`src/rtl/cpu_pkg.sv`:
```
// Shared CPU constants and types used by the fetch stage and its pipeline register.
package cpu_pkg;

    localparam int unsigned INST_W   = 32;
    localparam int unsigned ADDR_W   = 32;
    localparam int unsigned OPCODE_W = 6;

    localparam logic [OPCODE_W-1:0] HALT_OPCODE = 6'b111111;

    typedef enum logic {
        RUN    = 1'b0,
        HALTED = 1'b1
    } fetch_state_t;

    // Case-equality: x/z in the opcode field never counts as a match.
    function automatic logic is_opcode(input logic [INST_W-1:0] inst,
                                       input logic [OPCODE_W-1:0] op);
        return (inst[INST_W-1 -: OPCODE_W] === op);
    endfunction

endpackage

```
`src/rtl/instruction_fetch_if.sv`:
```
// Address/data link between the fetch stage (master) and the combinational instruction memory (slave).
interface instruction_fetch_if;
    import cpu_pkg::*;

    logic [ADDR_W-1:0] inst_add;
    logic [INST_W-1:0] inst;

    modport master (output inst_add, input inst);
    modport slave  (input inst_add, output inst);

endinterface

```
`src/rtl/if_id_reg.sv`:
```
// IF/ID pipeline register: flush clears valid, load captures, otherwise holds.
module if_id_reg
    import cpu_pkg::*;
(
    input  logic              clk,
    input  logic              rst_n,
    input  logic              i_load,
    input  logic              i_flush,
    input  logic [INST_W-1:0] i_inst,
    input  logic [ADDR_W-1:0] i_pc,
    output logic              o_valid,
    output logic [INST_W-1:0] o_inst,
    output logic [ADDR_W-1:0] o_pc
);

    logic              r_valid;
    logic [INST_W-1:0] r_inst;
    logic [ADDR_W-1:0] r_pc;

    always_ff @(posedge clk or negedge rst_n) begin
        if (!rst_n) begin
            r_valid <= 1'b0;
            r_inst  <= '0;
            r_pc    <= '0;
        end else if (i_flush) begin
            r_valid <= 1'b0;
        end else if (i_load) begin
            r_valid <= 1'b1;
            r_inst  <= i_inst;
            r_pc    <= i_pc;
        end
    end

    assign o_valid = r_valid;
    assign o_inst  = r_inst;
    assign o_pc    = r_pc;

endmodule

```
`src/rtl/instruction_fetch.sv`:
```
// Fetch stage: program counter, run/halt control, and IF/ID capture with stall and redirect.
module instruction_fetch
    import cpu_pkg::*;
#(
    parameter logic [ADDR_W-1:0]   RESET_PC    = 32'd0,
    parameter logic [OPCODE_W-1:0] HALT_OPCODE = cpu_pkg::HALT_OPCODE,
    parameter int unsigned         IMEM_DEPTH  = 256
) (
    input  logic                clk,
    input  logic                rst_n,
    instruction_fetch_if.master imem,
    input  logic                id_stall,
    input  logic                redirect_valid,
    input  logic [ADDR_W-1:0]   redirect_pc,
    output logic                if_id_valid,
    output logic [INST_W-1:0]   if_id_inst,
    output logic [ADDR_W-1:0]   if_id_pc,
    output logic                halted,
    output logic [31:0]         fetch_count
);

    // The memory aliases addresses itself; the PC is never masked here.
    if (IMEM_DEPTH == 0) begin : g_depth_check
        $error("IMEM_DEPTH must be nonzero");
    end

    fetch_state_t      r_state;
    logic [ADDR_W-1:0] r_pc;
    logic [31:0]       r_fetch_count;
    logic              r_halted;

    logic              w_halt_hit;
    logic              w_load;
    logic              w_flush;
    logic [INST_W-1:0] w_cap_inst;

    assign imem.inst_add = r_pc;
    assign w_halt_hit    = is_opcode(imem.inst, HALT_OPCODE);

    always_comb begin
        w_load     = 1'b0;
        w_flush    = 1'b0;
        w_cap_inst = w_halt_hit ? {HALT_OPCODE, {(INST_W-OPCODE_W){1'b0}}} : imem.inst;
        case (r_state)
            RUN: begin
                if (redirect_valid)  w_flush = 1'b1;
                else if (!id_stall)  w_load  = 1'b1;
            end
            HALTED: w_flush = !id_stall;
            default: w_flush = 1'b0;
        endcase
    end

    always_ff @(posedge clk or negedge rst_n) begin
        if (!rst_n) begin
            r_state       <= RUN;
            r_pc          <= RESET_PC;
            r_fetch_count <= '0;
            r_halted      <= 1'b0;
        end else begin
            case (r_state)
                RUN: begin
                    if (redirect_valid) begin
                        r_pc <= redirect_pc;
                    end else if (!id_stall) begin
                        r_fetch_count <= r_fetch_count + 32'd1;
                        if (w_halt_hit) begin
                            r_state  <= HALTED;
                            r_halted <= 1'b1;
                        end else begin
                            r_pc <= r_pc + 32'd1;
                        end
                    end
                end
                HALTED: r_state <= HALTED;
                default: r_state <= RUN;
            endcase
        end
    end

    if_id_reg u_if_id_reg (
        .clk     (clk),
        .rst_n   (rst_n),
        .i_load  (w_load),
        .i_flush (w_flush),
        .i_inst  (w_cap_inst),
        .i_pc    (r_pc),
        .o_valid (if_id_valid),
        .o_inst  (if_id_inst),
        .o_pc    (if_id_pc)
    );

    assign halted      = r_halted;
    assign fetch_count = r_fetch_count;

endmodule
```
`src/flat_wrapper.sv`:
```
// flat-port wrapper written by rule: the top's interface ports become plain ports
module instruction_fetch_flat import cpu_pkg::*;
#(
    parameter logic [ADDR_W-1:0]   RESET_PC    = 32'd0,
    parameter logic [OPCODE_W-1:0] HALT_OPCODE = cpu_pkg::HALT_OPCODE,
    parameter int unsigned         IMEM_DEPTH  = 256
)
  (clk, rst_n, id_stall, redirect_valid, redirect_pc, if_id_valid, if_id_inst, if_id_pc, halted, fetch_count, imem_inst_add, imem_inst);
  instruction_fetch_if imem_i ();
  input  logic clk;
  input  logic rst_n;
  input  logic id_stall;
  input  logic redirect_valid;
  input  logic [ADDR_W-1:0] redirect_pc;
  output logic if_id_valid;
  output logic [INST_W-1:0] if_id_inst;
  output logic [ADDR_W-1:0] if_id_pc;
  output logic halted;
  output logic [31:0] fetch_count;
  output wire logic [$bits(imem_i.inst_add)-1:0] imem_inst_add;
  input wire logic [$bits(imem_i.inst)-1:0] imem_inst;
  assign imem_inst_add = imem_i.inst_add;
  assign imem_i.inst = imem_inst;
  instruction_fetch #(.RESET_PC(RESET_PC), .HALT_OPCODE(HALT_OPCODE), .IMEM_DEPTH(IMEM_DEPTH)) u_core (.clk(clk), .rst_n(rst_n), .imem(imem_i), .id_stall(id_stall), .redirect_valid(redirect_valid), .redirect_pc(redirect_pc), .if_id_valid(if_id_valid), .if_id_inst(if_id_inst), .if_id_pc(if_id_pc), .halted(halted), .fetch_count(fetch_count));
endmodule
```
`config.mk`:
```
export PLATFORM = sky130hd
export DESIGN_NAME = instruction_fetch_flat
export DESIGN_NICKNAME = d
export VERILOG_FILES = /design/src/rtl/cpu_pkg.sv /design/src/rtl/instruction_fetch_if.sv /design/src/rtl/if_id_reg.sv /design/src/rtl/instruction_fetch.sv /design/src/flat_wrapper.sv
export SDC_FILE = /design/constraint.sdc
export NUM_CORES = 1
export LEC_CHECK = 0
export CAP_MARGIN = 10
export CORE_MARGIN = 2
export CORE_UTILIZATION = 40
export CTS_CLUSTER_DIAMETER = 30
export DETAILED_ROUTE_END_ITERATION = 7
export PLACE_DENSITY_LB_ADDON = 0.15
export SLEW_MARGIN = 20
export SYNTH_ARGS = -nofsm -noshare
export SYNTH_HDL_FRONTEND = slang
export SYNTH_SLANG_ARGS = --single-unit
```
`constraint.sdc`:
```
create_clock -name clk -period 4.8 [get_ports clk]
set_input_delay 0.96 -clock clk [delete_from_list [all_inputs] [get_ports clk]]
set_output_delay 0.96 -clock clk [all_outputs]
set_load 0.005 [all_outputs]
```
==> summary.md <==
| Metric | Value |
|---|---|
| Outcome | `finished, final reports clean` |
| Initial antenna violation count | `0` |
| Count leader, synth | `nand2_1` |
| Clk slew on worst S/H paths | `60 ps` |
| Post-Syn Instances | `approximately 660` |
| Worst EP arrival | `roughly 3700 ps` |
| Critical Path End | `u_core.imem.inst_add[20]` |
| Maxcap violations | `0` |
| Inst Count DP | `~1000` |
| Count of cell types in the netlist | `between 40 and 50` |
| Area leader, netlist | `dfrtp_1` |
| Synth warn | `0` |
| Port-buffer cells | `roughly 200` |
| CTS Buffer Depth | `2` |
| Final number of setup-violating endpoints | `0` |
| Mapped Area | `6050 um2` |
| FP Rows | `44` |
| CTS buffer count | `17` |
| Die height | `about 130 um` |
| Die footprint | `between 15000 and 20000 um2` |
| Post-CTS Resized | `0` |
| Synth Flop Type | `dfrtp_1` |
| Setup CP Type | `in -> reg` |
| Clk sinks | `131` |
| CP startpoint | `redirect_valid` |
| Clk_lat worst skew | `410 ps` |
| Fmax achieved | `between 200 and 300 MHz` |
| Layout area overhead | `46.0%` |
| Top post-synthesis cells by area | `dfrtp_1 (54%), nand2_1 (12%), nand3_1 (4.5%), xnor2_1 (3.3%), nand4_1 (2.5%)` |
| Adder-cell share of the synthesized area | `0.00414` |
| Multiplexer share of the synthesized area | `0.00166` |
| # DRC | `0` |
| WP data required | `between 5000 and 6000 ps` |
| VDD IR max | `~0.21 mV` |
| CTS tree | `done` |
| Top cells by count, synth | `nand2_1 (191), dfrtp_1 (131), nand3_1 (54), nor2_1 (34)` |
| Post CTS Setup Buffer Count | `0` |
| Register area share after synthesis | `0.542` |
| Fin area | `8830 um2` |
| Hold Path Class | `reg -> reg` |
| Post-Place Cell Area | `between 8000 and 9000 um2` |
| Length in cells of the worst reg-to-reg path | `6` |
| Share of layout cells above drive strength 1 | `0.0626` |
| RSZ-0062 raised after global routing | `false` |
| Crit path launch type | `input pin` |
| Fin crit period | `roughly 3400 ps` |
| Crit end category | `register` |
| Final WL | `17.8 mm` |
| Final nets | `~920` |
| Hpwl dp | `about 12 mm` |
| Xor/xnor share of the synthesized area | `0.0449` |
| Core box area | `around 15000 um2` |
| First-pass GRT wire length | `between 20 and 30 mm` |
| Chip width | `~130 um` |
| Min Hold Slack | `462 ps` |
| DR pass1 iterations | `5` |
| Worst reg2reg endpoint | `u_core.imem.inst_add[26]` |
| Pwr/cell area | `between 300 and 400 nW/um2` |
| Worst r2r src | `u_core.imem.inst_add[0]` |
| Lkg Pwr | `between 3 and 4 nW` |
| Root buffer cell | `clkbuf_16` |
| Skew final | `slightly above 7 ps` |
| Compound-Gate Fraction of Synth Area | `0.104` |
| H-tree lvl count | `4` |
| Initial Utilization | `0.413` |
| Synth top area share | `0.542` |
| Fillers | `1241` |
| Vias per Instance | `5.48` |
| Fin crit share | `0.700` |
| Max transition margin | `0.343` |
| GPL Wtd Cong | `0.828` |
| Post-synth ARST share | `1.00` |
| Largest net degree at the start of global routing | `slightly below 100` |
| DRT iter0 DRCs | `about 490` |
| Routed vias | `approximately 5700` |
| Worst R2R Setup Slack | `2350 ps` |
| Final Max Tran Viols | `0` |
| Avg Cell Area, Syn | `approximately 9 um2` |
| Diodes inserted | `0` |
| Hold_sp | `u_core.u_if_id_reg.o_inst[4]` |
| FF+latch count, synth | `~130` |
| # hold bufs at CTS | `0` |
| Final Hold Fails | `0` |
| Post-route setup TNS | `0 ps` |
| Post-Synth Simple-Gate Area | `0.273` |
| Gr ovfl total | `0` |
| Tot GR Track Use | `0.222` |
| Vias in the first global route | `~5500` |
| Ports | `just under 200` |
| Largest family of logic cells by synthesized area | `simple AND/OR/NAND/NOR gates` |
| WL/cell | `roughly 17 um` |
| Worst-Margin Slew | `slightly below 1000 ps` |
| EDFF count, synth | `0` |
| Crit Path Max Fanout | `32` |
| Antenna Nets Post-Route | `0` |
| Finished Layout Cells | `1047` |
| Post-Syn Nets | `about 730` |
routing by layer:
layer  track usage  vias to the layer above  part of all wire
met5             0                        -                 0
met4        0.0666                        0             0.014
met3        0.0515                       22             0.063
met2         0.355                      227              0.48
met1         0.304                     2805              0.45
li1              -                     2680                 -
state kept, by name (all words and copies together) (netlist names):
signal / cells
u_core.u_if_id_reg.o_pc: 32
u_core.imem.inst_add: 32
u_core.u_if_id_reg.o_valid: 1
u_core.r_state: 1
u_core.u_if_id_reg.o_inst: 32
u_core.halted: 1
u_core.fetch_count: 32
stage by stage:
step	utilization	worst slack, ps	total power [mW]
2_1_floorplan	-	2460	1.21
3_3_place_gp	0.558	1160	1.35
3_5_place_dp	0.558	1060	1.36
4_1_cts	0.603	1500	2.81
5_1_grt	0.603	1280	2.88
6_report	0.603	1440	2.78
final cells by class:
| class | count | area [um2] | area share |
|---|---|---|---|
| Sequential cell | 131 | 3280 | 0.371 |
| Multi-Input combinational cell | 488 | 2600 | 0.294 |
| Timing Repair Buffer | 204 | 2030 | 0.230 |
| Clock buffer | 22 | 484 | 0.0549 |
| Tap cell | 184 | 230 | 0.0261 |
| Clock inverter | 9 | 175 | 0.0198 |
| Inverter | 9 | 33.8 | 0.00383 |
worst max-delay path: stages:
cell,delay [ps]
clkdlybuf4s50_1,950
inv_1,100
buf_4,260
a21oi_1,700
buf_4,330
a311oi_1,110
a211oi_1,250
how the worst min path moves through the flow:
| stage | endpoint | slack, ps | cells past startpoint |
|---|---|---|---|
| 6_report | u_core.u_if_id_reg.o_inst[4] | 460 | 2 |
| 2_1_floorplan | u_core.u_if_id_reg.o_inst[0] | 460 | 2 |
| 3_5_place_dp | u_core.u_if_id_reg.o_inst[13] | 460 | 2 |
| 3_3_place_gp | u_core.u_if_id_reg.o_inst[9] | 450 | 2 |
| 4_1_cts | u_core.u_if_id_reg.o_inst[13] | 470 | 2 |
| 5_1_grt | u_core.u_if_id_reg.o_pc[25] | 490 | 2 |
power breakdown:
part	internal [mW]	switching [mW]	total [mW]
Clock	0.972	0.472	1.44
Sequential	1.13	0.0250	1.15
Combinational	0.106	0.0773	0.183
kinds of logic after synthesis:
| logic type | after synthesis |
|---|---|
| buffers and inverters | 45 |
| flip-flops | 131 |
| adder cells (fa/ha/maj) | 2 |
| multiplexers | 1 |
| XOR/XNOR | 31 |
| AO/OA/AOI/OAI | 100 |
| AND/OR/NAND/NOR | 354 |
placed cells by master (no fill, tap or decap), types with 2 or more instances in the layout:
cell type / count
a211oi_1: 2
a21oi_1: 28
a22oi_1: 4
a311oi_1: 2
a31o_2: 3
a31oi_1: 3
a32oi_1: 3
and2_1: 2
and3_1: 4
and4_1: 5
buf_4: 7
bufinv_16: 5
clkbuf_16: 17
clkbuf_8: 4
clkdlybuf4s50_1: 196
clkinv_2: 2
clkinvlp_4: 2
dfrtp_1: 131
ha_1: 2
inv_1: 9
nand2_1: 191
nand3_1: 54
nand4_1: 24
nor2_1: 34
nor3_1: 11
nor3b_1: 2
nor4_1: 6
nor4_4: 3
o21a_1: 3
o21ai_0: 28
o22a_1: 3
o22ai_1: 7
o2bb2ai_1: 5
o31ai_1: 2
or2_2: 3
or3_1: 6
or4_1: 2
xnor2_1: 23
xor2_1: 8
Power figures use the tool's default switching activity.
